$ cat config.mk
export PLATFORM = sky130hd
export DESIGN_NAME = host_rd_requester_flat
export DESIGN_NICKNAME = d
export VERILOG_FILES = /design/src/rtl/host_rd_if.sv /design/src/rtl/host_rd_requester.sv /design/src/flat_wrapper.sv
export SDC_FILE = /design/constraint.sdc
export NUM_CORES = 1
export LEC_CHECK = 0
export CELL_PAD_IN_SITES_DETAIL_PLACEMENT = 1
export CELL_PAD_IN_SITES_GLOBAL_PLACEMENT = 1
export CORE_MARGIN = 10
export CORE_UTILIZATION = 42
export DETAILED_ROUTE_END_ITERATION = 8
export HOLD_SLACK_MARGIN = 0.1
export PLACE_DENSITY_LB_ADDON = 0.1
export SYNTH_ARGS = -nofsm -noshare
export SYNTH_HDL_FRONTEND = slang
export SYNTH_SLANG_ARGS = --single-unit
$ cat constraint.sdc
create_clock -name aclk -period 6.9 [get_ports aclk]
set_input_delay 0.69 -clock aclk [delete_from_list [all_inputs] [get_ports aclk]]
set_output_delay 0.69 -clock aclk [all_outputs]
set_load 0.01 [all_outputs]
$ cat src/rtl/host_rd_if.sv
// Command, read-descriptor submission, completion and done handshakes of the host read requester.
interface host_rd_if #(
  parameter int VADDR_BITS = 48,
  parameter int LEN_BITS   = 28
) ();
  logic                  cmd_valid;
  logic                  cmd_ready;
  logic [VADDR_BITS-1:0] cmd_vaddr;
  logic [LEN_BITS-1:0]   cmd_len;

  logic                  sq_rd_valid;
  logic                  sq_rd_ready;
  logic [VADDR_BITS-1:0] sq_rd_vaddr;
  logic [LEN_BITS-1:0]   sq_rd_len;
  logic                  sq_rd_last;

  logic                  cq_rd_valid;

  logic                  done_valid;
  logic                  done_ready;
  logic [LEN_BITS-1:0]   done_bytes;

  modport master (
    input  cmd_valid, cmd_vaddr, cmd_len,
    output cmd_ready,
    output sq_rd_valid, sq_rd_vaddr, sq_rd_len, sq_rd_last,
    input  sq_rd_ready,
    input  cq_rd_valid,
    output done_valid, done_bytes,
    input  done_ready
  );

  modport slave (
    output cmd_valid, cmd_vaddr, cmd_len,
    input  cmd_ready,
    input  sq_rd_valid, sq_rd_vaddr, sq_rd_len, sq_rd_last,
    output sq_rd_ready,
    output cq_rd_valid,
    input  done_valid, done_bytes,
    output done_ready
  );
endinterface

$ cat src/rtl/host_rd_requester.sv
// Splits one host read command into CHUNK_BYTES-bounded sq_rd descriptors under a credit limit.
// Optional HOST_RD_STATS_EN adds stat_cmds / stat_descs wrapping counters.
module host_rd_requester #(
  parameter int VADDR_BITS      = 48,
  parameter int LEN_BITS        = 28,
  parameter int CHUNK_BYTES     = 4096,
  parameter int MAX_OUTSTANDING = 8
) (
  input  logic       aclk,
  input  logic       areset,
  host_rd_if.master  bus,
  output logic       busy,
  output logic       err_spurious
`ifdef HOST_RD_STATS_EN
  ,
  output logic [31:0] stat_cmds,
  output logic [31:0] stat_descs
`endif
);

  localparam int OFF_W = $clog2(CHUNK_BYTES);
  localparam int CNT_W = $clog2(MAX_OUTSTANDING + 1);
  localparam logic [CNT_W-1:0]    MAX_CNT   = CNT_W'(MAX_OUTSTANDING);
  localparam logic [LEN_BITS-1:0] CHUNK_LEN = LEN_BITS'(CHUNK_BYTES);

  typedef enum logic [1:0] {IDLE, ISSUE, DRAIN, DONE} state_t;

  state_t state, state_n;

  logic [CNT_W-1:0]      out_cnt, out_n;
  logic                  cmd_ready_q, sq_valid_q, sq_last_q, done_valid_q, busy_q, err_q;
  logic [VADDR_BITS-1:0] sq_vaddr_q;
  logic [LEN_BITS-1:0]   sq_len_q, done_bytes_q, rem_q;

  logic                  cmd_hs, sq_hs, done_hs, cq_ok, cq_spur;
  logic                  load_desc;
  logic [VADDR_BITS-1:0] nxt_addr;
  logic [LEN_BITS-1:0]   nxt_rem, desc_len;

  // Bytes up to the next chunk boundary, capped by what is left of the command.
  function automatic logic [LEN_BITS-1:0] chunk_len(input logic [OFF_W-1:0] off,
                                                    input logic [LEN_BITS-1:0] rem);
    logic [LEN_BITS-1:0] room;
    room = CHUNK_LEN - LEN_BITS'(off);
    return (rem < room) ? rem : room;
  endfunction

  assign cmd_hs  = cmd_ready_q & bus.cmd_valid;
  assign sq_hs   = sq_valid_q & bus.sq_rd_ready;
  assign done_hs = done_valid_q & bus.done_ready;
  assign cq_ok   = bus.cq_rd_valid & (out_cnt != '0);
  assign cq_spur = bus.cq_rd_valid & (out_cnt == '0);

  always_comb begin
    out_n = out_cnt;
    case ({sq_hs, cq_ok})
      2'b10:   out_n = out_cnt + CNT_W'(1);
      2'b01:   out_n = out_cnt - CNT_W'(1);
      default: out_n = out_cnt;
    endcase
  end

  always_comb begin
    state_n   = state;
    load_desc = 1'b0;
    nxt_addr  = sq_vaddr_q;
    nxt_rem   = rem_q;
    case (state)
      IDLE: begin
        if (cmd_hs) begin
          nxt_addr = bus.cmd_vaddr;
          nxt_rem  = bus.cmd_len;
          if (bus.cmd_len == '0) begin
            state_n = DONE;
          end else begin
            state_n   = ISSUE;
            load_desc = 1'b1;
          end
        end
      end
      ISSUE: begin
        if (sq_hs) begin
          nxt_addr = sq_vaddr_q + VADDR_BITS'(sq_len_q);
          nxt_rem  = rem_q - sq_len_q;
          if (sq_last_q) state_n = DRAIN;
          else           load_desc = 1'b1;
        end
      end
      DRAIN: begin
        if (out_n == '0) state_n = DONE;
      end
      DONE: begin
        if (done_hs) state_n = IDLE;
      end
      default: state_n = IDLE;
    endcase
    desc_len = chunk_len(nxt_addr[OFF_W-1:0], nxt_rem);
  end

  // Control and registered outputs; all outputs derive from next-state so they are registered.
  always_ff @(posedge aclk) begin
    if (areset) begin
      state        <= IDLE;
      out_cnt      <= '0;
      err_q        <= 1'b0;
      cmd_ready_q  <= 1'b1;
      sq_valid_q   <= 1'b0;
      sq_vaddr_q   <= '0;
      sq_len_q     <= '0;
      sq_last_q    <= 1'b0;
      done_valid_q <= 1'b0;
      done_bytes_q <= '0;
      busy_q       <= 1'b0;
    end else begin
      state        <= state_n;
      out_cnt      <= out_n;
      err_q        <= err_q | cq_spur;
      cmd_ready_q  <= (state_n == IDLE);
      sq_valid_q   <= (state_n == ISSUE) && (out_n < MAX_CNT);
      done_valid_q <= (state_n == DONE);
      busy_q       <= (state_n != IDLE);
      if (cmd_hs) done_bytes_q <= bus.cmd_len;
      if (load_desc) begin
        sq_vaddr_q <= nxt_addr;
        sq_len_q   <= desc_len;
        sq_last_q  <= (desc_len == nxt_rem);
      end
    end
  end

  // Remaining byte count is pure data; it is always loaded before ISSUE reads it.
  always_ff @(posedge aclk) begin
    rem_q <= nxt_rem;
  end

`ifdef HOST_RD_STATS_EN
  always_ff @(posedge aclk) begin
    if (areset) begin
      stat_cmds  <= '0;
      stat_descs <= '0;
    end else begin
      if (done_hs) stat_cmds  <= stat_cmds + 32'd1;
      if (sq_hs)   stat_descs <= stat_descs + 32'd1;
    end
  end
`endif

  assign bus.cmd_ready   = cmd_ready_q;
  assign bus.sq_rd_valid = sq_valid_q;
  assign bus.sq_rd_vaddr = sq_vaddr_q;
  assign bus.sq_rd_len   = sq_len_q;
  assign bus.sq_rd_last  = sq_last_q;
  assign bus.done_valid  = done_valid_q;
  assign bus.done_bytes  = done_bytes_q;
  assign busy            = busy_q;
  assign err_spurious    = err_q;

endmodule

$ cat src/flat_wrapper.sv
// flat-port wrapper written by rule: the top's interface ports become plain ports
module host_rd_requester_flat 
#(
  parameter int VADDR_BITS      = 48,
  parameter int LEN_BITS        = 28,
  parameter int CHUNK_BYTES     = 4096,
  parameter int MAX_OUTSTANDING = 8
)
  (aclk, areset, busy, err_spurious, bus_cmd_valid, bus_cmd_vaddr, bus_cmd_len, bus_cmd_ready, bus_sq_rd_valid, bus_sq_rd_vaddr, bus_sq_rd_len, bus_sq_rd_last, bus_sq_rd_ready, bus_cq_rd_valid, bus_done_valid, bus_done_bytes, bus_done_ready);
  host_rd_if #(.VADDR_BITS(VADDR_BITS), .LEN_BITS(LEN_BITS)) bus_i ();
  input  logic aclk;
  input  logic areset;
  output logic busy;
  output logic err_spurious;
  input wire logic [$bits(bus_i.cmd_valid)-1:0] bus_cmd_valid;
  input wire logic [$bits(bus_i.cmd_vaddr)-1:0] bus_cmd_vaddr;
  input wire logic [$bits(bus_i.cmd_len)-1:0] bus_cmd_len;
  output wire logic [$bits(bus_i.cmd_ready)-1:0] bus_cmd_ready;
  output wire logic [$bits(bus_i.sq_rd_valid)-1:0] bus_sq_rd_valid;
  output wire logic [$bits(bus_i.sq_rd_vaddr)-1:0] bus_sq_rd_vaddr;
  output wire logic [$bits(bus_i.sq_rd_len)-1:0] bus_sq_rd_len;
  output wire logic [$bits(bus_i.sq_rd_last)-1:0] bus_sq_rd_last;
  input wire logic [$bits(bus_i.sq_rd_ready)-1:0] bus_sq_rd_ready;
  input wire logic [$bits(bus_i.cq_rd_valid)-1:0] bus_cq_rd_valid;
  output wire logic [$bits(bus_i.done_valid)-1:0] bus_done_valid;
  output wire logic [$bits(bus_i.done_bytes)-1:0] bus_done_bytes;
  input wire logic [$bits(bus_i.done_ready)-1:0] bus_done_ready;
  assign bus_i.cmd_valid = bus_cmd_valid;
  assign bus_i.cmd_vaddr = bus_cmd_vaddr;
  assign bus_i.cmd_len = bus_cmd_len;
  assign bus_cmd_ready = bus_i.cmd_ready;
  assign bus_sq_rd_valid = bus_i.sq_rd_valid;
  assign bus_sq_rd_vaddr = bus_i.sq_rd_vaddr;
  assign bus_sq_rd_len = bus_i.sq_rd_len;
  assign bus_sq_rd_last = bus_i.sq_rd_last;
  assign bus_i.sq_rd_ready = bus_sq_rd_ready;
  assign bus_i.cq_rd_valid = bus_cq_rd_valid;
  assign bus_done_valid = bus_i.done_valid;
  assign bus_done_bytes = bus_i.done_bytes;
  assign bus_i.done_ready = bus_done_ready;
  host_rd_requester #(.VADDR_BITS(VADDR_BITS), .LEN_BITS(LEN_BITS), .CHUNK_BYTES(CHUNK_BYTES), .MAX_OUTSTANDING(MAX_OUTSTANDING)) u_core (.aclk(aclk), .areset(areset), .bus(bus_i), .busy(busy), .err_spurious(err_spurious));
endmodule
# Word level (Yosys, flattened, before mapping)
# Index checks and enable logic that the tools add are counted.
# word_totals
regBits,144
inputBits,82
romBits,0
out_inout_bits,110
latchBits,0
n_memories,0
mem_bits_rw,0
# classes
shifts,0
muxes,20
n_addsub,5
div_mod_pow,0
reduce_logical,10
n_lt_le_gt_ge,2
n_eq_ne,10
bitwise_logic,6
multipliers,0
# op_table
operator,count
two-way mux 48 bit,2
one-hot mux 48 bit (2 select lines),1
two-way mux 28 bit,3
one-hot mux 28 bit (2 select lines),1
adder 48 x 28 -> 48 bit,1
== test 28 bit,1
logical NOT 28 bit,1
less-than comparator 28 bit,1
subtractor 28 bit,1
"subtractor 13 x 12 -> 14 bit, first input constant",1
two-way mux 2 bit,6
"== test 2 bit, second input constant",4
logical NOT 4 bit,2
one-hot mux 2 bit (4 select lines),1
one-hot mux 4 bit (2 select lines),1
"== test 2 x 1 -> 1 bit, second input constant",3
AND 1 bit,5
"adder 4 x 1 -> 4 bit, second input constant",1
logical NOT 2 bit,2
"less-than comparator 4 bit, second input constant",1
two-way mux 1 bit,4
"!= test 2 x 1 -> 1 bit, second input constant",2
AND reduction 4 bit,1
nonzero test 2 bit,2
5 further kinds,5

# Logic depth before layout (Yosys ltp)
# depth
depth_word,9
ltp_mapped,19

# Worst setup path before layout
# OpenSTA, ideal clock, no wires.
# synth_timing
path_kind,register to register
start,register u_core.sq_len_q[0] (netlist: u_core.bus.sq_rd_len[0])
end,register u_core.sq_len_q[10] (netlist: u_core.bus.sq_rd_len[10])
setup_slack_ns,2.770
synth_period_minus_slack_ns,4.130
arrival_time_ns,3.997
stages_incl_launch_ff,19
path_cell_list,dfxtp_1 > ha_1 > inv_1 > fa_1 > nor2b_2 > o31a_1 > a211oi_2 > a221oi_2 > nand4_1 > nor2_1 > nand3_1 > xnor2_1 > ha_1 > nand4_1 > or3_1 > a41o_1 > clkbuf_1 > nand4_1 > o311ai_1
# synth_between
elab_chain_len,6
# synth_lines
item,line,text
from (decl),host_rd_requester.sv:33,"logic [LEN_BITS-1:0] sq_len_q, done_bytes_q, rem_q;"
from (signal assigned),host_rd_requester.sv:125,sq_len_q <= desc_len;
adder 48 x 28 -> 48 bit,host_rd_requester.sv:83,nxt_addr = sq_vaddr_q + VADDR_BITS'(sq_len_q);
two-way mux 48 bit,host_rd_requester.sv:82,if (sq_hs) begin
one-hot mux 48 bit (2 select lines),host_rd_requester.sv:68,case (state)
subtractor 13 x 12 -> 14 bit,host_rd_requester.sv:44,room = CHUNK_LEN - LEN_BITS'(off);
less-than comparator 28 bit,host_rd_requester.sv:45,return (rem < room) ? rem : room;
two-way mux 28 bit *,host_rd_requester.sv:45,
# Mark *: on every way between the ends. The rest lies on a longest branch, timed or not. The select of a mux whose other input is x is not followed.
# A chain may end at the register's enable or synchronous reset.

# Worst setup path in the final report
# layout_timing
start,input port bus_cmd_valid
end,register u_core.sq_len_q[0] (netlist: u_core.bus.sq_rd_len[0])
# layout_between
elab_chain_len,6
# layout_lines
item,line,text
from (decl),flat_wrapper.sv:15,input wire logic [$bits(bus_i.cmd_valid)-1:0] bus_cmd_valid;
AND 1 bit *,host_rd_requester.sv:48,assign cmd_hs = cmd_ready_q & bus.cmd_valid;
two-way mux 48 bit,host_rd_requester.sv:70,if (cmd_hs) begin
one-hot mux 48 bit (2 select lines),host_rd_requester.sv:68,
subtractor 13 x 12 -> 14 bit,host_rd_requester.sv:44,
less-than comparator 28 bit,host_rd_requester.sv:45,
two-way mux 28 bit,host_rd_requester.sv:45,
# Marked as above.

==> flow_results.org <==
** Worst hold path
- Type of the tightest min-delay check :: reg2reg

** Drt
- The first detailed-routing pass ran for 5 iterations.
- The detail route stage leaves a number of antenna-violating nets equal to 0.
- Drt total wl :: 40.1 mm
- Wire length per cell :: 22.4 um
- In this run, the number of DRC markers left after iteration 0 of detailed routing was 824.
- For this run, design rule violations remaining after detail routing come to 0.
- Vias :: 10969
- Dividing the detail-routed via count by the number of cells gives 6.13.

** Global route
- The number of global-route vias before repair was 11165.
- The first global-routing pass estimated 63.0 mm of wire.
- Initial antenna violation count :: 0
- Residual overflow from global routing :: 0
- Entering global routing, the biggest net connects 75 pins.
- Across every metal layer, demand over resource in global routing totals 0.251.

** Placed design
- Count of input and output buffers :: 191
- Post-placement worst setup slack :: 1.14 ns
- Sum of net half-perimeters after detailed placement :: 30.3 mm
- Global placement routability congestion :: 0.929

** Clock tree
- Worst-skew pair later-pin latency :: 0.44 ns
- Cts hold-fix bufs :: 0
- Post-CTS timing repair inserted 0 buffers for setup.
- Counting the buffers created by CTS gives 17.
- The tree is rooted in a sky130_fd_sc_hd__clkbuf_16.
- # H-tree levels :: 4
- Gates resized during post-CTS repair numbered 0.
- TritonCTS clock tree :: yes
- Clock-pin slew was measured on the worst setup and hold paths at 0.07 ns.
- For this design, the sink count on the clock tree is 144.
- Max clock buf depth :: 2

** Yosys
- In the synthesized netlist the dominant register cell turns out to be sky130_fd_sc_hd__dfxtp_1.
- Share of synthesized registers carrying an async set or reset :: 0
- Number of distinct standard cells referenced by the synthesized netlist :: 97
- Share of synthesized area occupied by flip-flops and latches :: 0.280
- Summed instance area of the synthesized netlist :: 10300 um^2
- In this run the mean area of a mapped cell was 7.87 um^2.
- The number of nets handed over by synthesis was 1463.
- Synthesized netlist cell count :: 1307
- For this run, the number of Yosys warnings is 0.
- In this run, synthesis inferred 0 flip-flops with an integrated enable.
- Number of synthesized register bits :: 144

** Setup path
- Worst setup EP type :: flip-flop
- Highest fanout seen on the critical path :: 22
- For the worst setup path, the data arrival time is 5.76 ns.
- WP data required :: 7.25 ns
- Critical path class :: in2reg
- The worst setup path is launched from a primary input.

** Power
- Areal power density over the cells :: 269 nW/um^2
- Worst vdd rail ir drop :: 147 uV
- The analysis attributes to cell leakage a power of 4.95 nW.

** Timing
- Number of max-slew violations in the final report :: 0
- Final count of negative-setup-slack endpoints :: 0
- Shortest period the worst path allows :: 5.41 ns
- Setup repair after global routing left no endpoint under its margin.
- The number of hold-slack violations in the final timing report came to 0.
- Slew @ Worst Pin :: 1.08 ns
- Adding up every negative setup slack in the final design gives 0 ns.
- Max-Slew Margin vs Limit :: 0.280
- Final setup margin :: 1.49 ns
- Period utilization :: 0.784
- Fmax achieved :: 185 MHz
- Clock skew :: 0.0146 ns

** Floorplan
- The die is 177 um tall.
- For this configuration, the core starts out at a cell density of 0.426.
- The die covers 31200 um^2.
- The die is 177 um wide.
- During I/O placement, the number of pins put on the boundary was 192.
- # rows :: 57
- Core area :: 24200 um^2

** Final layout
- Relative to the synthesized area, the layout overhead comes to 25.6%.
- 0 antenna diodes ended up in the layout.
- Of the cells placed in the final design, the portion with a size suffix greater than 1 is 0.0560.
- For this run, the post-layout net count is 1608.

** Outcome
- The run finished with clean final reports.

** Run
- Maximum capacitance violations :: 0
worst max-delay path, stage by stage:
cell and delay, ns:
sky130_fd_sc_hd__clkdlybuf4s50_1 0.52, sky130_fd_sc_hd__and4bb_4 0.57, sky130_fd_sc_hd__nor2_4 0.20, sky130_fd_sc_hd__a221oi_2 0.33
sky130_fd_sc_hd__ha_1 0.31, sky130_fd_sc_hd__and2_1 0.20, sky130_fd_sc_hd__nand4_1 0.17, sky130_fd_sc_hd__nor2_1 0.24
sky130_fd_sc_hd__nand3_1 0.16, sky130_fd_sc_hd__xnor2_1 0.20, sky130_fd_sc_hd__ha_1 0.35, sky130_fd_sc_hd__nand4_1 0.12
sky130_fd_sc_hd__or3_1 0.42, sky130_fd_sc_hd__a41oi_1 0.74, sky130_fd_sc_hd__o21ai_0 0.20, sky130_fd_sc_hd__a311oi_1 0.28
final timing paths:
kind | from | endpoint | slack, ns | depth (start not counted)
worst max register to register | u_core.bus.sq_rd_vaddr[0] | u_core.bus.sq_rd_len[0] | 1.60 | 17
worst min register to register | u_core.bus.done_bytes[9] | u_core.bus.done_bytes[9] | 0.45 | 2
worst min-delay path | u_core.bus.done_bytes[9] | u_core.bus.done_bytes[9] | 0.45 | 2
worst max-delay path | bus_cmd_valid | u_core.bus.sq_rd_len[0] | 1.49 | 16
per-stage QoR:
stage                     instance area [um^2]  hold slack [ns]  utilization  std cells  total power (W)
final                                    12900            0.452        0.534       1789          0.00348
after global routing                     12900            0.480        0.534       1789          0.00369
after CTS                                12900            0.458        0.534       1789          0.00347
after detailed placement                 12300            0.449        0.510       1757          0.00249
after global placement                   12300            0.441        0.510       1757          0.00245
after floorplan                          10300            0.462            -       1307          0.00203
kinds of logic (layout without fill, tap and decap cells):
group	after synthesis	in the layout	share of synthesized area
buffers and inverters	132	290	0.0553
adder cells (fa/ha/maj)	74	74	0.0922
multiplexers	17	17	0.0167
AO/OA/AOI/OAI	407	407	0.274
XOR/XNOR	50	50	0.0444
flip-flops	144	144	0.280
AND/OR/NAND/NOR	483	483	0.237
final cells by class:
type	instances	area, um^2
clock buffers	19	443
multi-input cells	1031	6840
well taps	324	405
repair buffers	201	1980
inverters	57	214
fillers	2929	11300
clock inverters	13	150
flip-flops and latches	144	2880
power by group:
group          internal (W)  total, W  switching, W
logic              0.000600   0.00149      0.000885
clock network      0.000550  0.000969      0.000419
registers          0.000930   0.00103     0.0000968
total               0.00208   0.00348       0.00140
metal layers:
metal / GRT usage / share of wire / vias to the layer above
li1: - / - / 5168
met1: 0.333 / 0.45 / 5364
met2: 0.399 / 0.45 / 390
met3: 0.0581 / 0.075 / 47
met4: 0.0690 / 0.019 / 0
met5: 0 / 0 / -
synth_stat cells (8+ instances only):
cell type | number | area share
sky130_fd_sc_hd__clkbuf_1 | 48 | 0.018
sky130_fd_sc_hd__o21a_1 | 11 | 0.0080
sky130_fd_sc_hd__o31ai_1 | 11 | 0.0080
sky130_fd_sc_hd__ha_1 | 71 | 0.086
sky130_fd_sc_hd__o22ai_1 | 15 | 0.0091
sky130_fd_sc_hd__inv_1 | 57 | 0.021
sky130_fd_sc_hd__nand4_1 | 30 | 0.018
sky130_fd_sc_hd__xnor2_1 | 29 | 0.025
sky130_fd_sc_hd__dfxtp_1 | 144 | 0.28
sky130_fd_sc_hd__nand3_1 | 31 | 0.015
sky130_fd_sc_hd__buf_2 | 8 | 0.0039
sky130_fd_sc_hd__a21oi_1 | 102 | 0.050
sky130_fd_sc_hd__a21o_1 | 27 | 0.020
sky130_fd_sc_hd__xor2_1 | 20 | 0.017
sky130_fd_sc_hd__a22oi_1 | 20 | 0.015
sky130_fd_sc_hd__nor2_1 | 116 | 0.042
sky130_fd_sc_hd__o21ai_0 | 60 | 0.029
sky130_fd_sc_hd__nor2b_1 | 13 | 0.0079
sky130_fd_sc_hd__and4_1 | 8 | 0.0068
sky130_fd_sc_hd__and2_1 | 9 | 0.0055
sky130_fd_sc_hd__buf_1 | 9 | 0.0033
sky130_fd_sc_hd__nor3_1 | 50 | 0.024
sky130_fd_sc_hd__o311ai_1 | 11 | 0.0094
sky130_fd_sc_hd__a31oi_1 | 12 | 0.0073
sky130_fd_sc_hd__and3_1 | 19 | 0.012
sky130_fd_sc_hd__a211oi_1 | 27 | 0.020
sky130_fd_sc_hd__mux2i_1 | 16 | 0.016
sky130_fd_sc_hd__a221oi_1 | 21 | 0.018
sky130_fd_sc_hd__nand2b_1 | 14 | 0.0085
sky130_fd_sc_hd__nor4_1 | 13 | 0.0079
sky130_fd_sc_hd__nand2_1 | 135 | 0.049
sequential cells by signal (all words and copies together), names as in the netlist:
| name | cells |
|---|---|
| u_core.out_cnt | 4 |
| u_core.state | 2 |
| u_core.bus.done_valid | 1 |
| u_core.bus.sq_rd_valid | 1 |
| u_core.busy | 1 |
| u_core.bus.sq_rd_len | 28 |
| u_core.err_spurious | 1 |
| u_core.bus.sq_rd_last | 1 |
| u_core.rem_q | 28 |
| u_core.bus.cmd_ready | 1 |
| u_core.bus.done_bytes | 28 |
| u_core.bus.sq_rd_vaddr | 48 |
layout by cell type (no fill, tap or decap), types with 5 or more instances in the layout:
master                            instances
sky130_fd_sc_hd__nand4_1                 30
sky130_fd_sc_hd__o21a_1                  11
sky130_fd_sc_hd__a21o_1                  27
sky130_fd_sc_hd__o31ai_1                 11
sky130_fd_sc_hd__o21ai_1                  7
sky130_fd_sc_hd__nor2_1                 115
sky130_fd_sc_hd__and2_1                   9
sky130_fd_sc_hd__a22oi_1                 20
sky130_fd_sc_hd__clkdlybuf4s50_1        190
sky130_fd_sc_hd__a211oi_1                27
sky130_fd_sc_hd__xor2_1                  20
sky130_fd_sc_hd__nand3_1                 31
sky130_fd_sc_hd__nand2b_1                14
sky130_fd_sc_hd__nor3_1                  50
sky130_fd_sc_hd__and4_1                   8
sky130_fd_sc_hd__nand2_1                134
sky130_fd_sc_hd__or3_1                    6
sky130_fd_sc_hd__o2111ai_1                5
sky130_fd_sc_hd__and3_1                  19
sky130_fd_sc_hd__a221oi_1                21
sky130_fd_sc_hd__dfxtp_1                144
sky130_fd_sc_hd__nor4_1                  13
sky130_fd_sc_hd__inv_6                    6
sky130_fd_sc_hd__a21oi_1                102
sky130_fd_sc_hd__xnor2_1                 29
sky130_fd_sc_hd__inv_1                   57
sky130_fd_sc_hd__ha_1                    71
sky130_fd_sc_hd__o311ai_1                11
sky130_fd_sc_hd__o22ai_1                 15
sky130_fd_sc_hd__a31oi_1                 12
sky130_fd_sc_hd__a22o_1                   7
sky130_fd_sc_hd__o211ai_1                 7
sky130_fd_sc_hd__mux2i_1                 16
sky130_fd_sc_hd__o21ai_0                 60
sky130_fd_sc_hd__nor2b_1                 13
sky130_fd_sc_hd__clkbuf_16               17
sky130_fd_sc_hd__buf_4                   11
(Power assumes the default switching activity.)
